File: src/rtl/sys_rst_seq.sv
// sys_rst_seq: multi-channel reset sequencer.
// All N_CH active-low channel resets assert together. They stay asserted for at
// least MIN_ASSERT quiet cycles, then release in ascending order, STAGE_DLY
// cycles apart. A reset cause is any of: the software hold (set by Sw_on,
// cleared by Sw_off), the synchronised external request, or a watchdog trip.
// Optional feature: define SYS_RST_WDOG_EN to enable the RUN-state watchdog.
// Without it, Kick is ignored and Wdog_fired is tied low.
module sys_rst_seq #(
    parameter int N_CH        = 4,
    parameter int MIN_ASSERT  = 16,
    parameter int STAGE_DLY   = 8,
    parameter int SYNC_STAGES = 2,
    parameter int WDOG_CYC    = 1024
) (
    input  logic            Clk,
    input  logic            Rst,
    input  logic            Ext_rst_n,
    input  logic            Sw_on,
    input  logic            Sw_off,
    input  logic            Kick,
    output logic [N_CH-1:0] Rst_n,
    output logic            Busy,
    output logic            Ready,
    output logic            Wdog_fired
);

    localparam int MAX_AS  = (MIN_ASSERT > STAGE_DLY) ? MIN_ASSERT : STAGE_DLY;
    localparam int MAX_CYC = (MAX_AS > WDOG_CYC) ? MAX_AS : WDOG_CYC;
    localparam int CNT_W   = $clog2(MAX_CYC) + 1;
    localparam int STG_W   = (N_CH > 1) ? $clog2(N_CH) : 1;

    localparam logic [CNT_W-1:0] MIN_LAST = CNT_W'(MIN_ASSERT - 1);
    localparam logic [CNT_W-1:0] STG_LAST = CNT_W'(STAGE_DLY - 1);
    localparam logic [STG_W-1:0] CH_LAST  = STG_W'(N_CH - 1);

    typedef enum logic [1:0] {
        ST_ASSERT  = 2'd0,
        ST_RELEASE = 2'd1,
        ST_RUN     = 2'd2
    } state_e;

    // Counters stick at all-ones instead of wrapping.
    function automatic logic [CNT_W-1:0] sat_inc(input logic [CNT_W-1:0] v);
        return (&v) ? v : v + CNT_W'(1);
    endfunction

    state_e                 state_q,   state_d;
    logic [CNT_W-1:0]       cnt_q,     cnt_d;
    logic [STG_W-1:0]       stage_q,   stage_d;
    logic [N_CH-1:0]        rst_n_q,   rst_n_d;
    logic                   busy_q,    busy_d;
    logic                   ready_q,   ready_d;
    logic                   sw_hold_q, sw_hold_d;
    logic [SYNC_STAGES-1:0] sync_q,    sync_d;

    logic ext_sync;
    logic wdog_trip;
    logic cause;

    assign ext_sync = sync_q[SYNC_STAGES-1];
    assign cause    = sw_hold_q | ~ext_sync | wdog_trip;

`ifdef SYS_RST_WDOG_EN
    localparam logic [CNT_W-1:0] WDOG_LAST = CNT_W'(WDOG_CYC - 1);

    logic [CNT_W-1:0] wdog_cnt_q,   wdog_cnt_d;
    logic             wdog_fired_q, wdog_fired_d;

    // Watchdog: counts RUN cycles since the last Kick; Kick beats a same-cycle timeout.
    always_comb begin
        wdog_cnt_d   = '0;
        wdog_fired_d = 1'b0;
        if (state_q == ST_RUN && !cause) begin
            if (Kick) begin
                wdog_cnt_d = '0;
            end else if (wdog_cnt_q == WDOG_LAST) begin
                wdog_fired_d = 1'b1;
            end else begin
                wdog_cnt_d = sat_inc(wdog_cnt_q);
            end
        end
    end

    // The one-cycle expiry pulse doubles as the reset cause on the following edge.
    assign wdog_trip  = wdog_fired_q;
    assign Wdog_fired = wdog_fired_q;
`else
    logic unused_kick;

    assign unused_kick = Kick;
    assign wdog_trip   = 1'b0;
    assign Wdog_fired  = 1'b0;
`endif

    // Next-state logic for the hold flag, synchroniser and ASSERT/RELEASE/RUN sequencer.
    always_comb begin
        // NOTE: every _d signal gets a default first, so no path through the case infers a latch.
        state_d   = state_q;
        cnt_d     = cnt_q;
        stage_d   = stage_q;
        rst_n_d   = rst_n_q;
        sw_hold_d = Sw_on ? 1'b1 : (Sw_off ? 1'b0 : sw_hold_q);
        sync_d    = {sync_q[SYNC_STAGES-2:0], Ext_rst_n};

        unique case (state_q)
            ST_ASSERT: begin
                rst_n_d = '0;
                if (cause) begin
                    cnt_d = '0;
                end else if (cnt_q == MIN_LAST) begin
                    state_d = ST_RELEASE;
                    cnt_d   = '0;
                    stage_d = '0;
                end else begin
                    cnt_d = sat_inc(cnt_q);
                end
            end

            ST_RELEASE: begin
                if (cause) begin
                    state_d = ST_ASSERT;
                    cnt_d   = '0;
                    stage_d = '0;
                    rst_n_d = '0;
                end else if (cnt_q == STG_LAST) begin
                    rst_n_d[stage_q] = 1'b1;
                    cnt_d            = '0;
                    if (stage_q == CH_LAST) begin
                        state_d = ST_RUN;
                        stage_d = '0;
                    end else begin
                        stage_d = stage_q + STG_W'(1);
                    end
                end else begin
                    cnt_d = sat_inc(cnt_q);
                end
            end

            ST_RUN: begin
                if (cause) begin
                    state_d = ST_ASSERT;
                    cnt_d   = '0;
                    stage_d = '0;
                    rst_n_d = '0;
                end
            end

            default: begin
                state_d = ST_ASSERT;
                cnt_d   = '0;
                stage_d = '0;
                rst_n_d = '0;
            end
        endcase

        busy_d  = ~&rst_n_d;
        ready_d = (state_d == ST_RUN);
    end

    // Register bank; every output is taken straight from one of these flops.
    always_ff @(posedge Clk or posedge Rst) begin
        if (Rst) begin
            // NOTE: the synchroniser resets to 0 so the external request reads as asserted until the chain fills with real samples.
            state_q   <= ST_ASSERT;
            cnt_q     <= '0;
            stage_q   <= '0;
            rst_n_q   <= '0;
            busy_q    <= 1'b1;
            ready_q   <= 1'b0;
            sw_hold_q <= 1'b0;
            sync_q    <= '0;
`ifdef SYS_RST_WDOG_EN
            wdog_cnt_q   <= '0;
            wdog_fired_q <= 1'b0;
`endif
        end else begin
            // NOTE: non-blocking assignments only, so every flop samples pre-edge values.
            state_q   <= state_d;
            cnt_q     <= cnt_d;
            stage_q   <= stage_d;
            rst_n_q   <= rst_n_d;
            busy_q    <= busy_d;
            ready_q   <= ready_d;
            sw_hold_q <= sw_hold_d;
            sync_q    <= sync_d;
`ifdef SYS_RST_WDOG_EN
            wdog_cnt_q   <= wdog_cnt_d;
            wdog_fired_q <= wdog_fired_d;
`endif
        end
    end

    assign Rst_n = rst_n_q;
    assign Busy  = busy_q;
    assign Ready = ready_q;

endmodule

File: config.mk
export PLATFORM = sky130hd
export DESIGN_NAME = sys_rst_seq
export DESIGN_NICKNAME = d
export VERILOG_FILES = /design/src/rtl/sys_rst_seq.sv
export SDC_FILE = /design/constraint.sdc
export NUM_CORES = 1
export LEC_CHECK = 0
export BUFFER_PORTS_ARGS = -buffer_cell sky130_fd_sc_hd__buf_4
export CAP_MARGIN = 20
export CELL_PAD_IN_SITES_DETAIL_PLACEMENT = 0
export CELL_PAD_IN_SITES_GLOBAL_PLACEMENT = 2
export CORE_MARGIN = 4
export CORE_UTILIZATION = 42
export CTS_BUF_LIST = sky130_fd_sc_hd__clkbuf_8
export DETAILED_ROUTE_END_ITERATION = 8
export HOLD_SLACK_MARGIN = 0.15
export PLACE_DENSITY_LB_ADDON = 0.1
export SLEW_MARGIN = 20
export SYNTH_ARGS = -nofsm -noshare
export SYNTH_HDL_FRONTEND = slang
export SYNTH_SLANG_ARGS = --single-unit
File: constraint.sdc
create_clock -name Clk -period 4.5 [get_ports Clk]
set_input_delay 0.675 -clock Clk [delete_from_list [all_inputs] [get_ports Clk]]
set_output_delay 0.675 -clock Clk [all_outputs]
set_load 0.02 [all_outputs]
# --- After elaboration in Yosys (flattened, before gate mapping) ---
# Index checks and enable logic that the tools add are counted.
totals:
  ff_bits: 24
  word_cells: 61
  output_inout_bits: 7
classes:
  bitwise: 3
  n_lt_le_gt_ge: 2
  eq_ne: 10
  n_mux: 29
  add_sub_neg: 2
  reduce_logical: 7
ops:
  columns: ["op", "n"]
  rows:
  - ["2-to-1 mux 11 bit", 6]
  - ["one-hot mux 11 bit (3 select lines)", 1]
  - ["2-to-1 mux 2 bit", 12]
  - ["2-to-1 mux 4 bit", 3]
  - ["one-hot mux 2 bit (3 select lines)", 2]
  - ["adder 11 x 1 -> 11 bit, second input constant", 1]
  - ["equality test 11 x 3 -> 1 bit, second input constant", 1]
  - ["equality test 11 x 4 -> 1 bit, second input constant", 1]
  - ["AND reduction 11 bit", 1]
  - ["one-hot mux 4 bit (2 select lines)", 1]
  - ["AND reduction 4 bit", 2]
  - ["equality test 2 bit, second input constant", 3]
  - ["inequality test 2 bit, second input constant", 3]
  - ["OR 4 bit", 1]
  - ["less-than comparator 2 x 3 -> 1 bit, second input constant", 1]
  - ["2-to-1 mux 1 bit", 3]
  - ["inequality test 3 bit, second input constant", 1]
  - ["adder 2 x 1 -> 2 bit, second input constant", 1]
  - ["demux 1 bit (select 2 bit)", 1]
  - ["equality test 2 x 1 -> 1 bit, second input constant", 1]
  - ["greater-or-equal comparator 2 x 1 -> 1 bit, second input constant", 1]
  - ["logical NOT 2 bit", 1]
  - ["nonzero test 2 bit", 1]
  - ["logical AND 1 bit", 1]
  - ["3 further kinds", 3]

# --- Depth between registers and ports, before layout ---
logic_depth:
  word_depth: 10
  mapped_depth: 7
  mapped_depth_nobuf: 6

# --- Least setup slack after synthesis ---
# No wires, ideal clock.
synth_timing:
  path_type: "flip-flop to flip-flop"
  startpoint: "reg cnt_q[4]"
  endpoint: "reg busy_q, in the netlist Busy"
  arrival_ns: 1.701
  setup_slack_ns: 2.705
  required_ns: 4.406
  path_buffers: 0
  path_stages_with_launch: 5
  cell_sequence: "dfrtp_1 > nor4_4 > and4_4 > a31oi_1 > or4_1"
synth_via:
  elab_chain_len: 6
synth_rtl:
  columns: ["item", "line", "source"]
  rows:
  - ["from (decl)", "48", "logic [CNT_W-1:0] cnt_q, cnt_d;"]
  - ["from (signal assigned)", "179", "cnt_q <= cnt_d;"]
  - ["equality test 11 x 3 -> 1 bit", "125", "end else if (cnt_q == STG_LAST) begin"]
  - ["2-to-1 mux 4 bit", "125", null]
  - ["2-to-1 mux 4 bit", "120", "if (cause) begin"]
  - ["one-hot mux 4 bit (2 select lines)", "105", "unique case (state_q)"]
  - ["AND reduction 4 bit", "156", "busy_d = ~&rst_n_d;"]
  - ["logical NOT 1 bit", "156", null]
  - ["via busy_d", "51", "logic busy_q, busy_d;"]
  - ["to (signal assigned)", "182", "busy_q <= busy_d;"]
  - ["to (decl)", "51", null]
# The timed path passes the listed nets, and every way through them passes these cells.
# A chain may end at the register's enable or synchronous reset.

# --- Worst setup path in the final report ---
layout_timing:
  startpoint: "reg state_q[0]"
  endpoint: "reg cnt_q[3]"
layout_via:
  elab_chain_len: 2
layout_rtl:
  columns: ["item", "line", "source"]
  rows:
  - ["from (decl)", "47", "state_e state_q, state_d;"]
  - ["from (signal assigned)", "178", "state_q <= state_d;"]
  - ["equality test 2 bit, or another cell as far along", "105", null]
  - ["one-hot mux 11 bit (3 select lines) or inequality test 2 bit (tied branches)", null, null]
# Several ways; a longest one is shown, not always the timed one.

==> results.yml <==
power_and_ir_drop:
  leakagePower_nw: 0.679
  seq_power_share_pct: 52.0
  switchingPower_mw: 0.0819
  p_int_mw: 0.341
  peakVddDrop_mv: 0.131
  pwr-share-clk_pct: 45.0
  cellPowerDensity_nw_per_um2: 268
  p_sw_share_pct: 19.4
  p_total_mw: 0.423
  combPwrFrac_pct: 3.0
sta:
  fin_crit_sh_pct: 52.5
  min_period_ns: 2.36
  relSlewSlack_pct: 34.2
  worst_pin_slew_ns: 0.987
  skew_ns: 0.00276
  tns_ns: 0
  hold_violations: 0
  rsz0062_at_grt: "false"
  fmax_ghz: 0.423
  worst_slack_ns: 2.14
  setup_viol: 0
  slew_violations: 0
  whs_ns: 0.377
route:
  vias: 1116
  drtPass1Iterations: 4
  vias_per_cell: 5.81
  route.detailed.drc: 0
  wl_per_cell_um: 15.7
  finalWirelength_mm: 3.01
  antenna_left: 0
  drt_iter0_markers: 48
floorplanning:
  dieArea_um2: 4320
  dieWidth_um: 65.7
  ioPinCount: 13
  rows: 20
  floorplan.initialDensity_pct: 44.8
  core-area_um2: 3130
  die_h_um: 65.7
worst_setup_path:
  worstSetupPathType: "reg2reg"
  end_kind: "register"
  worstPathArrival_ns: 2.47
  critPathMaxFanout: 11
  reg2regPathDepth: 6
  critPathRequiredTime_ns: 4.61
  timing.rr.start: "state_q[0]$_DFF_PP0_"
  crit_start: "state_q[0]$_DFF_PP0_"
  crit_end: "cnt_q[3]$_DFFE_PP0N_"
  start_kind: "register"
  ff2ff_setup_slack_ns: 2.14
  rr_endpoint: "cnt_q[3]$_DFFE_PP0N_"
cts:
  htree_levels: 1
  clk_pin_slew_ns: 0.09
  clk_latency_ns: 0.27
  clock_path_buffers: 2
  clock-sinks: 24
  numCtsBuffers: 3
  tritoncts: "done"
  cts_resized: 0
  post_cts_buffers: 0
  cts_hold_buf: 0
  cts_root_buf: "clkbuf_8"
yosys:
  yosys-top-cells-count: "dfrtp_1 (23), nor3_1 (12), ha_1 (9), inv_1 (9), nand4_1 (7)"
  synth_cell_types: 47
  yosys.area.top_type: "dfrtp_1"
  yosysMostFrequentCell: "dfrtp_1"
  synth.area.top_cells: "dfrtp_1 (41%), ha_1 (8.0%), nor3_1 (4.3%), mux2i_1 (3.6%), nand4_1 (3.1%)"
  netlist_area_um2: 1400
  synth-async-reset-ratio_pct: 100
  yosysSeqAreaShare_pct: 43.0
  syn_avg_cell_area_um2: 10.1
  yosysTopAreaCellShare_pct: 41.1
  synthFlopType: "dfrtp_1"
  synth_edf_count: 0
  postSynthCellCount: 139
  syn_nets: 154
  ys_ff_latch: 24
  yosysWarnings: 0
final_layout:
  fin_area_um2: 1580
  drive_above_1_share_pct: 14.2
  synthToLayoutAreaGrowth_pct: 12.6
  nets: 164
  diodes: 0
global_route:
  grt_pass1_wl_mm: 5.09
  grt_start_max_net_pins: 25
  antenna_found_initial: 0
  grt_pass1_vias: 1052
  grt_remaining_overflow: 0
  track_usage_pct: 15.5
placed_design:
  place_area_um2: 1510
  dpl_worst_slack_ns: 2.14
  io_buffers: 10
  dp_hpwl_mm: 2.20
  gp_congestion: 0.773
worst_hold_path:
  hold_class: "reg2reg"
run_status:
  status: "finished clean"
flow_run:
  drv_cap: 0
## how the worst min path moves through the flow
stage	end	slack, ns	start	cells past startpoint
detailed placement	sync_q[1]$_DFF_PP0_	0.36	sync_q[0]$_DFF_PP0_	0
global route	sync_q[1]$_DFF_PP0_	0.40	sync_q[0]$_DFF_PP0_	0
global placement	sync_q[1]$_DFF_PP0_	0.33	sync_q[0]$_DFF_PP0_	0
floorplan	sync_q[1]$_DFF_PP0_	0.33	sync_q[0]$_DFF_PP0_	0
CTS	sync_q[1]$_DFF_PP0_	0.38	sync_q[0]$_DFF_PP0_	0
finish	sync_q[1]$_DFF_PP0_	0.38	sync_q[0]$_DFF_PP0_	0
## critical path, cell delays in order, from the launching register on
cell and delay [ns]:
dfrtp_1 0.43, inv_1 0.10, ha_1 0.29, nand3b_1 0.28, nand4_1 0.16, a22oi_1 0.82
nor4_1 0.13
## cells by family after synthesis
logic type      count (synthesis)  share of synthesized area [%]
buf+inv                        14                           4.20
flops                          24                           43.0
xor+xnor                        2                           1.25
other cells                     1                          0.268
mux                             5                           3.57
compound gates                 21                           11.3
simple gates                   63                           28.4
fa+ha+maj                       9                           8.04
## per-stage QoR
stage / cells / utilization (%)
after global placement: 188 / 48.1
final: 192 / 50.4
after global routing: 192 / 50.4
after detailed placement: 188 / 48.1
after floorplan: 139 / -
after CTS: 192 / 50.4
## placed cells by master, fill, tap and decap left out, types with 2 or more instances in the layout
cell type / count
nand3_1: 3
a41oi_1: 3
clkbuf_8: 3
nand2_1: 4
nor2b_1: 6
nor3_1: 12
inv_1: 9
and3b_1: 2
a22oi_1: 5
o211ai_1: 2
nor4_1: 5
nand4_1: 7
dfrtp_1: 23
ha_1: 9
nor2_1: 6
buf_4: 10
and3_1: 3
mux2i_1: 5
o21ai_0: 3
## routing by layer
metal	wire (um)	GRT usage, %
met4	28	4.66
met5	0	0
met1	1410	19.6
met3	78	3.08
met2	1490	26.4
## layout make-up
cell class                      count  area [um^2]
Clock buffer                        3         41.3
Clock inverter                      1         30.0
Fill cell                         315         1550
Inverter                            9         33.8
Multi-Input combinational cell    101          739
Sequential cell                    24          602
Tap cell                           44         55.1
Timing Repair Buffer               10         75.1
## power by group through the flow
stage / combinational, mW / sequential (mW) / clock, mW
floorplan: 0.00920 / 0.223 / 0
global placement: 0.0131 / 0.224 / 0
detailed placement: 0.0134 / 0.224 / 0
CTS: 0.0134 / 0.220 / 0.195
global route: 0.0151 / 0.220 / 0.205
finish: 0.0129 / 0.220 / 0.190
## sequential cells by signal, indices dropped and copies added, names as in the netlist
| register | cells |
|---|---|
| Rst_n | 4 |
| sync_q | 2 |
| Ready | 1 |
| sw_hold_q | 1 |
| Busy | 1 |
| state_q | 2 |
| cnt_q | 11 |
| stage_q | 2 |
(Power assumes the default switching activity.)
